### src/rtl/udp_parser_pkg.sv
// Shared types for the 40G UDP parser statistics blocks.
// Running-max table entry and sample/counter widths.
package udp_parser_pkg;

  localparam int DATA_W = 32;
  localparam int CNT_W  = 16;

  typedef struct packed {
    logic [31:0]      max;
    logic [CNT_W-1:0] cnt;
  } max_entry_t;

  function automatic logic [CNT_W-1:0] sat_inc(
    input logic [CNT_W-1:0] c
  );
    return (&c) ? c : c + 1'b1;
  endfunction

endpackage

### src/rtl/udp_max_tracker_if.sv
// Requester, result, clear and host-read signals of the max tracker.
// Master drives samples and host commands; slave is the tracker.
interface udp_max_tracker_if #(
  parameter int NUM_REQ = 4
);
  import udp_parser_pkg::*;

  localparam int ID_W = $clog2(NUM_REQ);

  logic [NUM_REQ-1:0]        req_valid;
  logic [NUM_REQ*DATA_W-1:0] req_data;
  logic [NUM_REQ-1:0]        req_ready;

  logic                      res_valid;
  logic [ID_W-1:0]           res_id;
  logic [DATA_W-1:0]         res_max;
  logic                      res_new;

  logic                      clr_en;
  logic [ID_W-1:0]           clr_id;

  logic                      rd_en;
  logic [ID_W-1:0]           rd_id;
  logic                      rd_valid;
  logic [DATA_W-1:0]         rd_max;
  logic [CNT_W-1:0]          rd_cnt;

  modport master (
    output req_valid, req_data,
    output clr_en, clr_id, rd_en, rd_id,
    input  req_ready,
    input  res_valid, res_id, res_max, res_new,
    input  rd_valid, rd_max, rd_cnt
  );

  modport slave (
    input  req_valid, req_data,
    input  clr_en, clr_id, rd_en, rd_id,
    output req_ready,
    output res_valid, res_id, res_max, res_new,
    output rd_valid, rd_max, rd_cnt
  );

endinterface

### src/rtl/udp_max_tracker_max_cal.sv
// Shared 32-bit max comparator.
// gt flags that b strictly exceeds a.
module max_cal (
  input  logic [31:0] a,
  input  logic [31:0] b,
  output logic [31:0] max,
  output logic        gt
);

  assign gt  = b > a;
  assign max = gt ? b : a;

endmodule

### src/rtl/udp_max_tracker.sv
// Per-channel running-max table fed by a round-robin arbiter.
// One shared comparator performs a single-cycle read-modify-write.
module udp_max_tracker
  import udp_parser_pkg::*;
#(
  parameter int NUM_REQ = 4
) (
  input logic             clk,
  input logic             rst,
  udp_max_tracker_if.slave bus
);

  localparam int ID_W = $clog2(NUM_REQ);

  logic [ID_W-1:0]    ptr;
  logic [ID_W-1:0]    gnt_id;
  logic               acc;
  logic [NUM_REQ-1:0] gnt;
  max_entry_t         tbl [NUM_REQ];
  max_entry_t         base;
  logic [DATA_W-1:0]  sample;
  logic [DATA_W-1:0]  new_max;
  logic               new_gt;

  always_comb begin
    logic [ID_W-1:0] idx;
    gnt_id = '0;
    acc    = 1'b0;
    idx    = '0;
    for (int k = 0; k < NUM_REQ; k++) begin
      idx = ptr + k[ID_W-1:0];
      if (!acc && bus.req_valid[idx]) begin
        acc    = 1'b1;
        gnt_id = idx;
      end
    end
    if (rst) acc = 1'b0;
    gnt = '0;
    if (acc) gnt[gnt_id] = 1'b1;
  end

  assign bus.req_ready = gnt;

  // a same-cycle clear of the granted entry is folded in before compare
  always_comb begin
    base = tbl[gnt_id];
    if (bus.clr_en && bus.clr_id == gnt_id)
      base = '0;
  end

  assign sample = bus.req_data[gnt_id*DATA_W +: DATA_W];

  max_cal u_max_cal (
    .a   (base.max),
    .b   (sample),
    .max (new_max),
    .gt  (new_gt)
  );

  always_ff @(posedge clk) begin
    if (rst) begin
      ptr <= '0;
      for (int i = 0; i < NUM_REQ; i++)
        tbl[i] <= '0;
    end else begin
      if (acc) ptr <= gnt_id + 1'b1;
      for (int i = 0; i < NUM_REQ; i++) begin
        if (acc && gnt_id == i[ID_W-1:0]) begin
          tbl[i].max <= new_max;
          tbl[i].cnt <= sat_inc(base.cnt);
        end else if (bus.clr_en && bus.clr_id == i[ID_W-1:0]) begin
          tbl[i] <= '0;
        end
      end
    end
  end

  always_ff @(posedge clk) begin
    if (rst) begin
      bus.res_valid <= 1'b0;
      bus.res_id    <= '0;
      bus.res_max   <= '0;
      bus.res_new   <= 1'b0;
      bus.rd_valid  <= 1'b0;
      bus.rd_max    <= '0;
      bus.rd_cnt    <= '0;
    end else begin
      bus.res_valid <= acc;
      if (acc) begin
        bus.res_id  <= gnt_id;
        bus.res_max <= new_max;
        bus.res_new <= new_gt;
      end
      bus.rd_valid <= bus.rd_en;
      if (bus.rd_en) begin
        bus.rd_max <= tbl[bus.rd_id].max;
        bus.rd_cnt <= tbl[bus.rd_id].cnt;
      end
    end
  end

endmodule

### src/flat_wrapper.sv
// flat-port wrapper written by rule: the top's interface ports become plain ports
module udp_max_tracker_flat import udp_parser_pkg::*;
#(
  parameter int NUM_REQ = 4
)
  (clk, rst, bus_req_valid, bus_req_data, bus_clr_en, bus_clr_id, bus_rd_en, bus_rd_id, bus_req_ready, bus_res_valid, bus_res_id, bus_res_max, bus_res_new, bus_rd_valid, bus_rd_max, bus_rd_cnt);
  udp_max_tracker_if #(.NUM_REQ(NUM_REQ)) bus_i ();
  input logic clk;
  input logic rst;
  input wire logic [$bits(bus_i.req_valid)-1:0] bus_req_valid;
  input wire logic [$bits(bus_i.req_data)-1:0] bus_req_data;
  input wire logic [$bits(bus_i.clr_en)-1:0] bus_clr_en;
  input wire logic [$bits(bus_i.clr_id)-1:0] bus_clr_id;
  input wire logic [$bits(bus_i.rd_en)-1:0] bus_rd_en;
  input wire logic [$bits(bus_i.rd_id)-1:0] bus_rd_id;
  output wire logic [$bits(bus_i.req_ready)-1:0] bus_req_ready;
  output wire logic [$bits(bus_i.res_valid)-1:0] bus_res_valid;
  output wire logic [$bits(bus_i.res_id)-1:0] bus_res_id;
  output wire logic [$bits(bus_i.res_max)-1:0] bus_res_max;
  output wire logic [$bits(bus_i.res_new)-1:0] bus_res_new;
  output wire logic [$bits(bus_i.rd_valid)-1:0] bus_rd_valid;
  output wire logic [$bits(bus_i.rd_max)-1:0] bus_rd_max;
  output wire logic [$bits(bus_i.rd_cnt)-1:0] bus_rd_cnt;
  assign bus_i.req_valid = bus_req_valid;
  assign bus_i.req_data = bus_req_data;
  assign bus_i.clr_en = bus_clr_en;
  assign bus_i.clr_id = bus_clr_id;
  assign bus_i.rd_en = bus_rd_en;
  assign bus_i.rd_id = bus_rd_id;
  assign bus_req_ready = bus_i.req_ready;
  assign bus_res_valid = bus_i.res_valid;
  assign bus_res_id = bus_i.res_id;
  assign bus_res_max = bus_i.res_max;
  assign bus_res_new = bus_i.res_new;
  assign bus_rd_valid = bus_i.rd_valid;
  assign bus_rd_max = bus_i.rd_max;
  assign bus_rd_cnt = bus_i.rd_cnt;
  udp_max_tracker #(.NUM_REQ(NUM_REQ)) u_core (.clk(clk), .rst(rst), .bus(bus_i));
endmodule
### config.mk
export PLATFORM = sky130hd
export DESIGN_NAME = udp_max_tracker_flat
export DESIGN_NICKNAME = d
export VERILOG_FILES = /design/src/rtl/udp_parser_pkg.sv /design/src/rtl/udp_max_tracker_if.sv /design/src/rtl/udp_max_tracker_max_cal.sv /design/src/rtl/udp_max_tracker.sv /design/src/flat_wrapper.sv
export SDC_FILE = /design/constraint.sdc
export NUM_CORES = 1
export LEC_CHECK = 0
export CAP_MARGIN = 20
export CORE_MARGIN = 2
export CORE_UTILIZATION = 35
export CTS_BUF_LIST = sky130_fd_sc_hd__clkbuf_4 sky130_fd_sc_hd__clkbuf_8
export DETAILED_ROUTE_END_ITERATION = 8
export HOLD_SLACK_MARGIN = 0.1
export PLACE_DENSITY = 0.57
export SYNTH_ARGS = -nofsm -noshare
export SYNTH_HDL_FRONTEND = slang
export SYNTH_HIERARCHICAL = 1
export SYNTH_SLANG_ARGS = --single-unit
### constraint.sdc
create_clock -name clk -period 6.23 [get_ports clk]
set_clock_uncertainty 0.05 [all_clocks]
set_input_delay 1.246 -clock clk [delete_from_list [all_inputs] [get_ports clk]]
set_output_delay 1.246 -clock clk [all_outputs]
set_load 0.02 [all_outputs]
### Yosys cells after proc, flatten, opt, wreduce, memory -nomap -nowiden

Memory sizes are Yosys's and may differ from the RTL's. A register that Yosys moved wholly into a read port is not among the register bits.
Index checks and enable logic that the tools add are counted.

| word-level totals | value |
|---|---|
| register bits | 39 |
| bits in writable memories | 192 |
| bits of input ports | 140 |
| output and inout port bits | 89 |
| logic and storage cells | 131 |
| memories | 1 |

Memories:

| name | words | width | read ports | clocked after memory_dff | write ports | line | source |
|---|---|---|---|---|---|---|---|
| u_core.tbl | 4 | 48 | 2 | 1 | 4 | udp_max_tracker.sv:19 | `max_entry_t tbl [NUM_REQ];` |

| operators by class | value |
|---|---|
| add/sub/neg operators | 5 |
| magnitude comparators | 7 |
| eq/ne operators | 7 |
| shift operators | 1 |
| mux-type cells | 69 |
| bitwise operators | 16 |
| reduce and logical (&&, ||, !) cells | 19 |

Operators with widths:

| kind | number |
|---|---|
| 32-bit 2-to-1 mux | 9 |
| 16-bit 2-to-1 mux | 9 |
| 128-bit by 8-bit indexed part select with 32-bit output | 1 |
| 48-bit 2-to-1 mux | 1 |
| 1-bit 2-to-1 mux | 40 |
| 32-bit > comparator | 1 |
| 16-bit by 1-bit adder with 16-bit output (second input constant) | 1 |
| 1-bit OR | 16 |
| 16-bit AND reduction | 1 |
| 2-bit by 3-bit less-than comparator with 1-bit output (second input constant) | 5 |
| 1-bit logical AND | 13 |
| 1-bit binary-select mux with 2-bit select | 4 |
| 2-bit equality test (second input constant) | 4 |
| 2-bit 2-to-1 mux | 4 |
| 2-bit by 1-bit adder with 2-bit output (second input constant) | 2 |
| 2-bit adder (second input constant) | 2 |
| 2-bit by 1-bit equality test with 1-bit output (second input constant) | 2 |
| 2-bit logical NOT | 2 |
| 4-bit 2-to-1 mux | 1 |
| 1-bit logical NOT | 3 |
| 1-bit demux with 2-bit select | 1 |
| 2-bit equality test | 1 |
| 2-bit by 1-bit >= comparator with 1-bit output (second input constant) | 1 |

### Depth between registers and ports, before layout

Gate-level depths: netlist (run 1).

| depth | value |
|---|---|
| depth in word-level cells | 19 |
| gate-level depth with buffers | 23 |
| depth with buffers taken out | 17 |

### Cells and area by module

The synthesis (run 1) kept the hierarchy.

By module, submodules not included:

| module | instances | cells each | area an instance (µm²) | seq. area each (µm²) |
|---|---|---|---|---|
| udp_max_tracker | 1 | 1537 | 14930.6 | 7507.2 |
| max_cal | 1 | 154 | 1327.5 | 0.0 |

### Worst setup path before layout (run 1)

Ideal clock, no wire load.

| path | value |
|---|---|
| path kind | input-to-reg |
| from | input bus_req_valid[1] |
| to | memory u_core/tbl[0][18] in the netlist's numbering (data pin) |
| library setup time | 0.255 ns |
| arrival time | 5.145 ns |
| required time | 5.925 ns |
| path slack | 0.780 ns |
| stages on the path | 20 |
| buffers on the path | 6 |
| cell sequence | nor2b_1 > o211a_1 > nor2_4 > buf_2 > buf_4 > buf_2 > clkbuf_1 > clkbuf_1 > nand2_1 > nand3_1 > and3_1 > inv_1 > ha_1 > nand4_2 > nor4_1 > nand2_1 > a21oi_2 > buf_6 > mux2_4 > and3_1 |

RTL lines:

| element | line | source |
|---|---|---|
| from (decl) | flat_wrapper.sv:10 | `input wire logic [$bits(bus_i.req_valid)-1:0] bus_req_valid;` |
| to (decl) | udp_max_tracker.sv:19 |  |

### Worst setup path after layout (run 1)

| path | value |
|---|---|
| from | input bus_req_valid[1] |
| to | output bus_req_ready[1] |

| on the way | value |
|---|---|
| word-level cells in the longest chain between the ends | 17 |
| elaborated cells between the ends (all ways) | 29 |
| classes of those cells | order compare: 2; mux: 20; reduce/logical: 7 |

Ends and longest elaborated chain:

| element | line | source |
|---|---|---|
| 1-bit binary-select mux with 2-bit select | udp_max_tracker.sv:32 | `if (!acc && bus.req_valid[idx]) begin` |
| 1-bit 2-to-1 mux (not written as such) | udp_max_tracker.sv:32 |  |
| 1-bit 2-to-1 mux | udp_max_tracker.sv:32 |  |
| 1-bit logical NOT | udp_max_tracker.sv:32 |  |
| 1-bit logical AND | udp_max_tracker.sv:32 |  |
| 1-bit 2-to-1 mux | udp_max_tracker.sv:32 |  |
| 1-bit logical NOT | udp_max_tracker.sv:32 |  |
| 1-bit logical AND | udp_max_tracker.sv:32 |  |
| 1-bit 2-to-1 mux | udp_max_tracker.sv:32 |  |
| 1-bit logical NOT | udp_max_tracker.sv:32 |  |
| 1-bit logical AND | udp_max_tracker.sv:32 |  |
| 2-bit 2-to-1 mux | udp_max_tracker.sv:32 |  |
| 2-bit by 3-bit less-than comparator with 1-bit output (not written as such) / 2-bit by 1-bit >= comparator with 1-bit output (equally long branches) | udp_max_tracker.sv:39 | `if (acc) gnt[gnt_id] = 1'b1;` |
| 1-bit logical AND (not written as such) | udp_max_tracker.sv:39 |  |
| 1-bit 2-to-1 mux (not written as such) | udp_max_tracker.sv:39 |  |
| 1-bit demux with 2-bit select | - |  |
| 4-bit 2-to-1 mux (*) | udp_max_tracker.sv:39 |  |
| to (decl) | flat_wrapper.sv:16 | `output wire logic [$bits(bus_i.req_ready)-1:0] bus_req_ready;` |

Mark *: on every way between the ends. The rest lies on a longest branch, timed or not. The select of a mux whose other input is x is not followed.

==> qor.txt, run 1 <==
Layout area overhead: 26.4%
Placed Cells: 2462
Starting Density: 0.357
# diodes: 0
WS Path Type: in -> out
initial antenna violation count: 0
via count: 14300
Finished Core Util: 0.451
worst slew pin tran: 0.977 ns
count of final max-slew check failures: 0
leakage: 8.59 nW
Ys Warns: 6
PnR worst setup slack: 0.540 ns
Antenna Violating Nets Remaining: 0
hold crit path type: reg -> reg
pre-CTS setup slack: 0.209 ns
Arr. time, crit path: 4.39 ns
synth top area cells: edfxtp_1 35%, dfxtp_1 11%, nand2_1 9.1%
predominant post-synthesis flop cell: edfxtp_1
headroom to the max-slew limit: 0.348
Hold-fix buffers, CTS: 0
Ports: 229
crit path launch type: input port
CORE AREA: 45600 um^2
Fmax: 176 MHz
grt ovf: 0
clk sinks: 279
Synth area leader: edfxtp_1
vias per cell: 5.60
RSZ-0062 raised after global routing: false
DRC: 0
Post-synth top cells: 394 x nand2_1, 198 x and3_1, 192 x edfxtp_1, 103 x clkbuf_1, 95 x a21oi_1
Die Wd: 220 um
Detailed Route WL: 55500 um
vias in the first global route: 14200
largest net degree at the start of global routing: 98
Tcrit/Tclk final: 0.913
Placer Congestion: 0.861
outcome: finished, final reports clean
# setup viols final: 0
Hold Vio Cnt, Final: 0
Pwr Density: 399 nW/um^2
nets: 2091
setup repair bufs after CTS: 0
number of synthesized register bits: 279
most frequent cell after synthesis: nand2_1
Mapped Area: 16300 um^2
cts bufs inserted: 50
PostCTS Resize Cnt: 0
share of layout cells above drive strength 1: 0.137
CP max FO: 38
total track usage: 0.225
Max Cap Viol: 0
sequential-to-total area share from yosys stat: 0.462
Root Driver: clkbuf_8
first-pass GRT wire length: 82600 um
H-tree levels: 2
Reg clk slew, reported paths: 0.06 ns
non-filler cells, final: 2554
drt pass-1 iters: 5
Clk Latency, worst-skew pair: 0.62 ns
minimum clock period: 5.69 ns
DRT iter0 DRCs: 1091
Die Ht: 220 um
Cell variety after synth: 63
CTS Buffer Depth: 3
Routed WL per cell: 21.7 um
Post-synth EDFFs: 192
CTS tree: built
hold_ws: 0.400 ns
Post-Syn Nets: 1868
Post-synth ARST share: 0
area of the die: 48200 um^2
syn avg cell area: 9.61 um^2
IO buf count: 228
final setup TNS: 0 ns
Peak VDD IR: 204 uV
area share of the largest cell type after synthesis: 0.355
# rows: 78
synthesized netlist cell count: 1691
Data required, critical path: 4.93 ns
Final HPWL DP: 35500 um
CP Capture Type: primary output
-- stage by stage --
stage / total power, W / area [um^2]
finish: 0.00821 / 20600
global route: 0.00868 / 20600
CTS: 0.00823 / 20600
detailed placement: 0.00636 / 19500
global placement: 0.00631 / 19500
floorplan: 0.00497 / 16300
-- sequential cells by signal, summed over array words and instances, names as in the netlist --
name / cells
u_core/bus.res_valid: 1
u_core/bus.res_new: 1
u_core/bus.rd_max: 32
u_core/bus.rd_valid: 1
u_core/tbl: 192
u_core/bus.res_id: 2
u_core/ptr: 2
u_core/bus.res_max: 32
u_core/bus.rd_cnt: 16
-- routing by layer --
metal,global-route usage,share of wire,vias to the layer above
li1,-,-,6601
met1,0.291,0.42,6977
met2,0.383,0.47,615
met3,0.0420,0.081,99
met4,0.0671,0.026,0
met5,0,0,-
-- critical path, cell delays in order --
cell	delay, ns
clkdlybuf4s50_1	0.62
nor2b_2	0.13
nor4_4	0.29
nor2_4	0.13
inv_4	0.09
buf_4	0.41
buf_4	0.35
ha_1	0.21
nand2_1	0.15
clkinv_1	0.13
clkdlybuf4s50_1	0.61
-- power by group --
group          internal, W  switching [W]  total (W)
sequential         0.00242       0.000193    0.00261
combinational      0.00160        0.00216    0.00375
clock              0.00104       0.000802    0.00185
-- worst paths after layout --
path / to / from / slack (ns) / depth (start not counted)
setup / recovery: bus_req_ready[1] / bus_req_valid[1] / 0.54 / 11
hold / removal: u_core/bus.res_max[6]$_SDFFE_PP0P_ / u_core/bus.res_max[6]$_SDFFE_PP0P_ / 0.40 / 2
setup reg to reg: u_core/tbl[3][33]$_SDFFCE_PP0P_ / u_core/ptr[0]$_SDFFE_PP0P_ / 1.73 / 18
hold reg to reg: u_core/bus.res_max[6]$_SDFFE_PP0P_ / u_core/bus.res_max[6]$_SDFFE_PP0P_ / 0.40 / 2
-- final cells by class --
| cell class | instances | area [um^2] |
|---|---|---|
| Multi-Input combinational cell | 1236 | 8070 |
| Tap cell | 600 | 751 |
| Clock buffer | 68 | 880 |
| Sequential cell | 279 | 7510 |
| Inverter | 44 | 168 |
| Timing Repair Buffer | 303 | 2990 |
| Fill cell | 4407 | 25000 |
| Clock inverter | 24 | 193 |
-- layout by cell type, fill, tap and decap left out, types with 4 or more instances in the layout --
master and count:
or4_1 8, nor3_1 29, dfxtp_1 87, o21ai_0 12
nor4_1 4, a22o_1 12, nand4_1 10, and3_1 198
a21oi_1 95, clkdlybuf4s50_1 224, or3_1 6, nor3b_1 4
buf_12 12, mux2_4 29, clkbuf_8 59, clkbuf_4 9
nand3_1 84, o22ai_1 4, clkinv_1 12, inv_1 38
nor2b_1 5, o221ai_1 4, mux2i_1 60, ha_1 37
nand2b_1 9, nor2_1 79, a32oi_1 13, nand2_1 392
mux4_2 48, buf_4 67, edfxtp_1 192, a31oi_1 33
clkinv_2 11, o31ai_1 9, a311oi_1 4
-- cells by family (layout without fill, tap and decap cells) --
logic type | after synthesis | count (layout) | share of synthesized area
AND/OR/NAND/NOR | 848 | 848 | 0.251
flip-flops | 279 | 279 | 0.462
AO/OA/AOI/OAI | 211 | 211 | 0.0831
buffers and inverters | 176 | 439 | 0.0436
multiplexers | 140 | 140 | 0.132
adder cells (fa/ha/maj) | 37 | 37 | 0.0285
Power figures use the tool's default switching activity.
==> run 2, diff against run 1 <==
--- a/config.mk
+++ b/config.mk
@@ -8,7 +8,7 @@
 export CAP_MARGIN = 20
 export CORE_MARGIN = 2
 export CORE_UTILIZATION = 35
-export CTS_BUF_LIST = sky130_fd_sc_hd__clkbuf_4 sky130_fd_sc_hd__clkbuf_8
+export CTS_BUF_LIST = sky130_fd_sc_hd__clkbuf_4
 export DETAILED_ROUTE_END_ITERATION = 8
 export HOLD_SLACK_MARGIN = 0.1
 export PLACE_DENSITY = 0.57
==> run 2 against run 1 <==
Against the previous run:
- clock-buffer cell count grew 55
- utilization increased by 0.085 points
- maximum frequency hardly changed
- critical path depth stayed put
- total power fell by 0.26%
- first-iteration DRC count grew 3.7%
- combinational power about the same
- wire length is 0.67% higher
- critical path type unchanged
==> qor.txt, run 2 (synthesis gave the netlist of run 1 again) <==
hold crit path type: reg -> reg
Reg clk slew, reported paths: 0.06 ns (about the same)
DRT iter0 DRCs: 1131 (+3.7%)
Final HPWL DP: 35500 um (unchanged)
drt pass-1 iters: 7 (+2)
CP max-delay cell: clkdlybuf4s50_1
Data required, critical path: 4.93 ns (about the same)
Crit path buffers/inverters: 6 (unchanged)
crit path launch type: input port
CORE AREA: 45600 um^2 (unchanged)
Starting Density: 0.357 (unchanged)
Clk Latency, worst-skew pair: 0.85 ns (+0.23 ns)
worst slew pin tran: 1.00 ns (+0.0251 ns)
most flop-heavy register: u_core/tbl
Fmax: 176 MHz (about the same)
CP Capture Type: primary output
Die Ht: 220 um (unchanged)
count of final max-slew check failures: 0 (unchanged)
CTS tree: built
vias per cell: 5.57 (-0.38%)
number of flip-flops in the largest register: 192 (unchanged)
leakage: 8.67 nW (+0.92%)
Pwr Density: 398 nW/um^2 (-0.44%)
share of layout cells above drive strength 1: 0.157 (+0.0203)
# setup viols final: 0 (unchanged)
Reg2Reg Setup Slack: 1.69 ns (-0.04 ns)
CTS Buffer Depth: 3 (unchanged)
initial antenna violation count: 3 (+3)
via count: 14600 (+2.1%)
Antenna Violating Nets Remaining: 0 (unchanged)
PnR worst setup slack: 0.543 ns (+0.00325 ns)
total track usage: 0.228 (+0.00225)
Ports: 229 (unchanged)
final setup TNS: 0 ns (unchanged)
Cell Chain, Critical Path: clkdlybuf4s50_1 > nor2b_1 > o211a_1 > nor2_4 > inv_4 > buf_4 > buf_4 > ha_1 > nand2_1 > clkinv_1 > clkdlybuf4s50_1
minimum clock period: 5.69 ns (-0.00325 ns)
Hold Vio Cnt, Final: 0 (unchanged)
Placer Congestion: 0.861 (unchanged)
Top delay family on crit path: buffers and inverters
CP peak stage delay: 0.62 ns (about the same)
Die Wd: 220 um (unchanged)
DRC: 0 (unchanged)
Arr. time, crit path: 4.39 ns (about the same)
area of the die: 48200 um^2 (unchanged)
Max Cap Viol: 0 (unchanged)
IO buf count: 228 (unchanged)
setup repair bufs after CTS: 0 (unchanged)
largest net degree at the start of global routing: 98 (unchanged)
Detailed Route WL: 55900 um (+0.67%)
Routed WL per cell: 21.4 um (-1.8%)
Hold-fix buffers, CTS: 0 (unchanged)
Tcrit/Tclk final: 0.913 (about the same)
pre-CTS setup slack: 0.209 ns (unchanged)
cts bufs inserted: 81 (+62%)
headroom to the max-slew limit: 0.332 (-0.0168)
Peak VDD IR: 171 uV (-16%)
grt ovf: 0 (unchanged)
vias in the first global route: 14500 (+2.3%)
nets: 2122 (+1.5%)
Layout area overhead: 26.7%
commonest non-fill, non-tap cells in the layout: 392 x nand2_1, 224 x clkdlybuf4s50_1, 198 x and3_1
Root Driver: clkbuf_4
first-pass GRT wire length: 83200 um (+0.68%)
biggest regs: u_core/tbl (192), u_core/bus.rd_max (32), u_core/bus.res_max (32)
CP max FO: 38 (unchanged)
clk sinks: 279 (unchanged)
PostCTS Resize Cnt: 0 (unchanged)
most common cell after layout, fill and taps aside: nand2_1
RSZ-0062 raised after global routing: false
H-tree levels: 3 (+1)
# rows: 78 (unchanged)
outcome: finished, final reports clean
WS Path Type: in -> out
## run 2: cell types whose count changed in the layout (fill, tap and decap cells not counted)
cell | before | now
clkinv_2 | 11 | 3
bufinv_16 | 3 | 2
clkinvlp_4 | 0 | 1
clkbuf_8 | 59 | 0
clkbuf_4 | 9 | 123
inv_2 | 1 | 3
diode_2 | 0 | 5
clkinv_4 | 1 | 2
clkinv_1 | 12 | 22
inv_6 | 1 | 0
## run 2: cell type report
cell class | instances | area, um^2
clock inverters | 28 | 175
fillers | 4454 | 25000
flip-flops and latches | 279 | 7510
well taps | 600 | 751
diodes | 5 | 12.5
inverters | 44 | 168
repair buffers | 303 | 2990
clock buffers | 123 | 923
multi-input cells | 1236 | 8070
## run 2: report_power, final
part,internal (W),switching [W],leakage (nW)
clock network,0.000988,0.000841,0.651
logic,0.00160,0.00215,5.26
registers,0.00242,0.000192,2.76
total,0.00500,0.00319,8.67
## run 2: stage by stage
step / instances / total power [W] / cell area (um^2) / util / hold slack, ns
floorplan: 1691 / 0.00497 / 16300 / - / 0.470
global placement: 2462 / 0.00631 / 19500 / 0.427 / 0.389
detailed placement: 2462 / 0.00636 / 19500 / 0.427 / 0.396
CTS: 2613 / 0.00822 / 20600 / 0.452 / 0.405
global route: 2615 / 0.00868 / 20600 / 0.452 / 0.422
finish: 2618 / 0.00819 / 20600 / 0.452 / 0.400
## run 2: layer usage
metal | global-route usage | routed length (um)
met1 | 0.290 | 23000
met2 | 0.388 | 26900
met3 | 0.0462 | 4790
met4 | 0.0707 | 1180
met5 | 0 | 13
## run 2: worst paths after layout
check	from	to	cells after the start
worst max-delay path	bus_req_valid[1]	bus_req_ready[1]	11
worst min-delay path	u_core/bus.res_max[6]$_SDFFE_PP0P_	u_core/bus.res_max[6]$_SDFFE_PP0P_	2
worst max register to register	u_core/ptr[0]$_SDFFE_PP0P_	u_core/tbl[1][38]$_SDFFCE_PP0P_	18
worst min register to register	u_core/bus.res_max[6]$_SDFFE_PP0P_	u_core/bus.res_max[6]$_SDFFE_PP0P_	2
## run 2: tightest hold or removal path, cell delays in order, from the launching register on
cell and delay (ns):
dfxtp_1 0.30, nand2_1 0.05, a21oi_1 0.05
==> run 3, diff against run 2 <==
--- a/config.mk
+++ b/config.mk
@@ -9,6 +9,7 @@
 export CORE_MARGIN = 2
 export CORE_UTILIZATION = 35
 export CTS_BUF_LIST = sky130_fd_sc_hd__clkbuf_4
+export CTS_CLUSTER_DIAMETER = 100
 export DETAILED_ROUTE_END_ITERATION = 8
 export HOLD_SLACK_MARGIN = 0.1
 export PLACE_DENSITY = 0.57
==> results of run 3 <==
Final layout, timing and power as in run 2 (identical DEF).
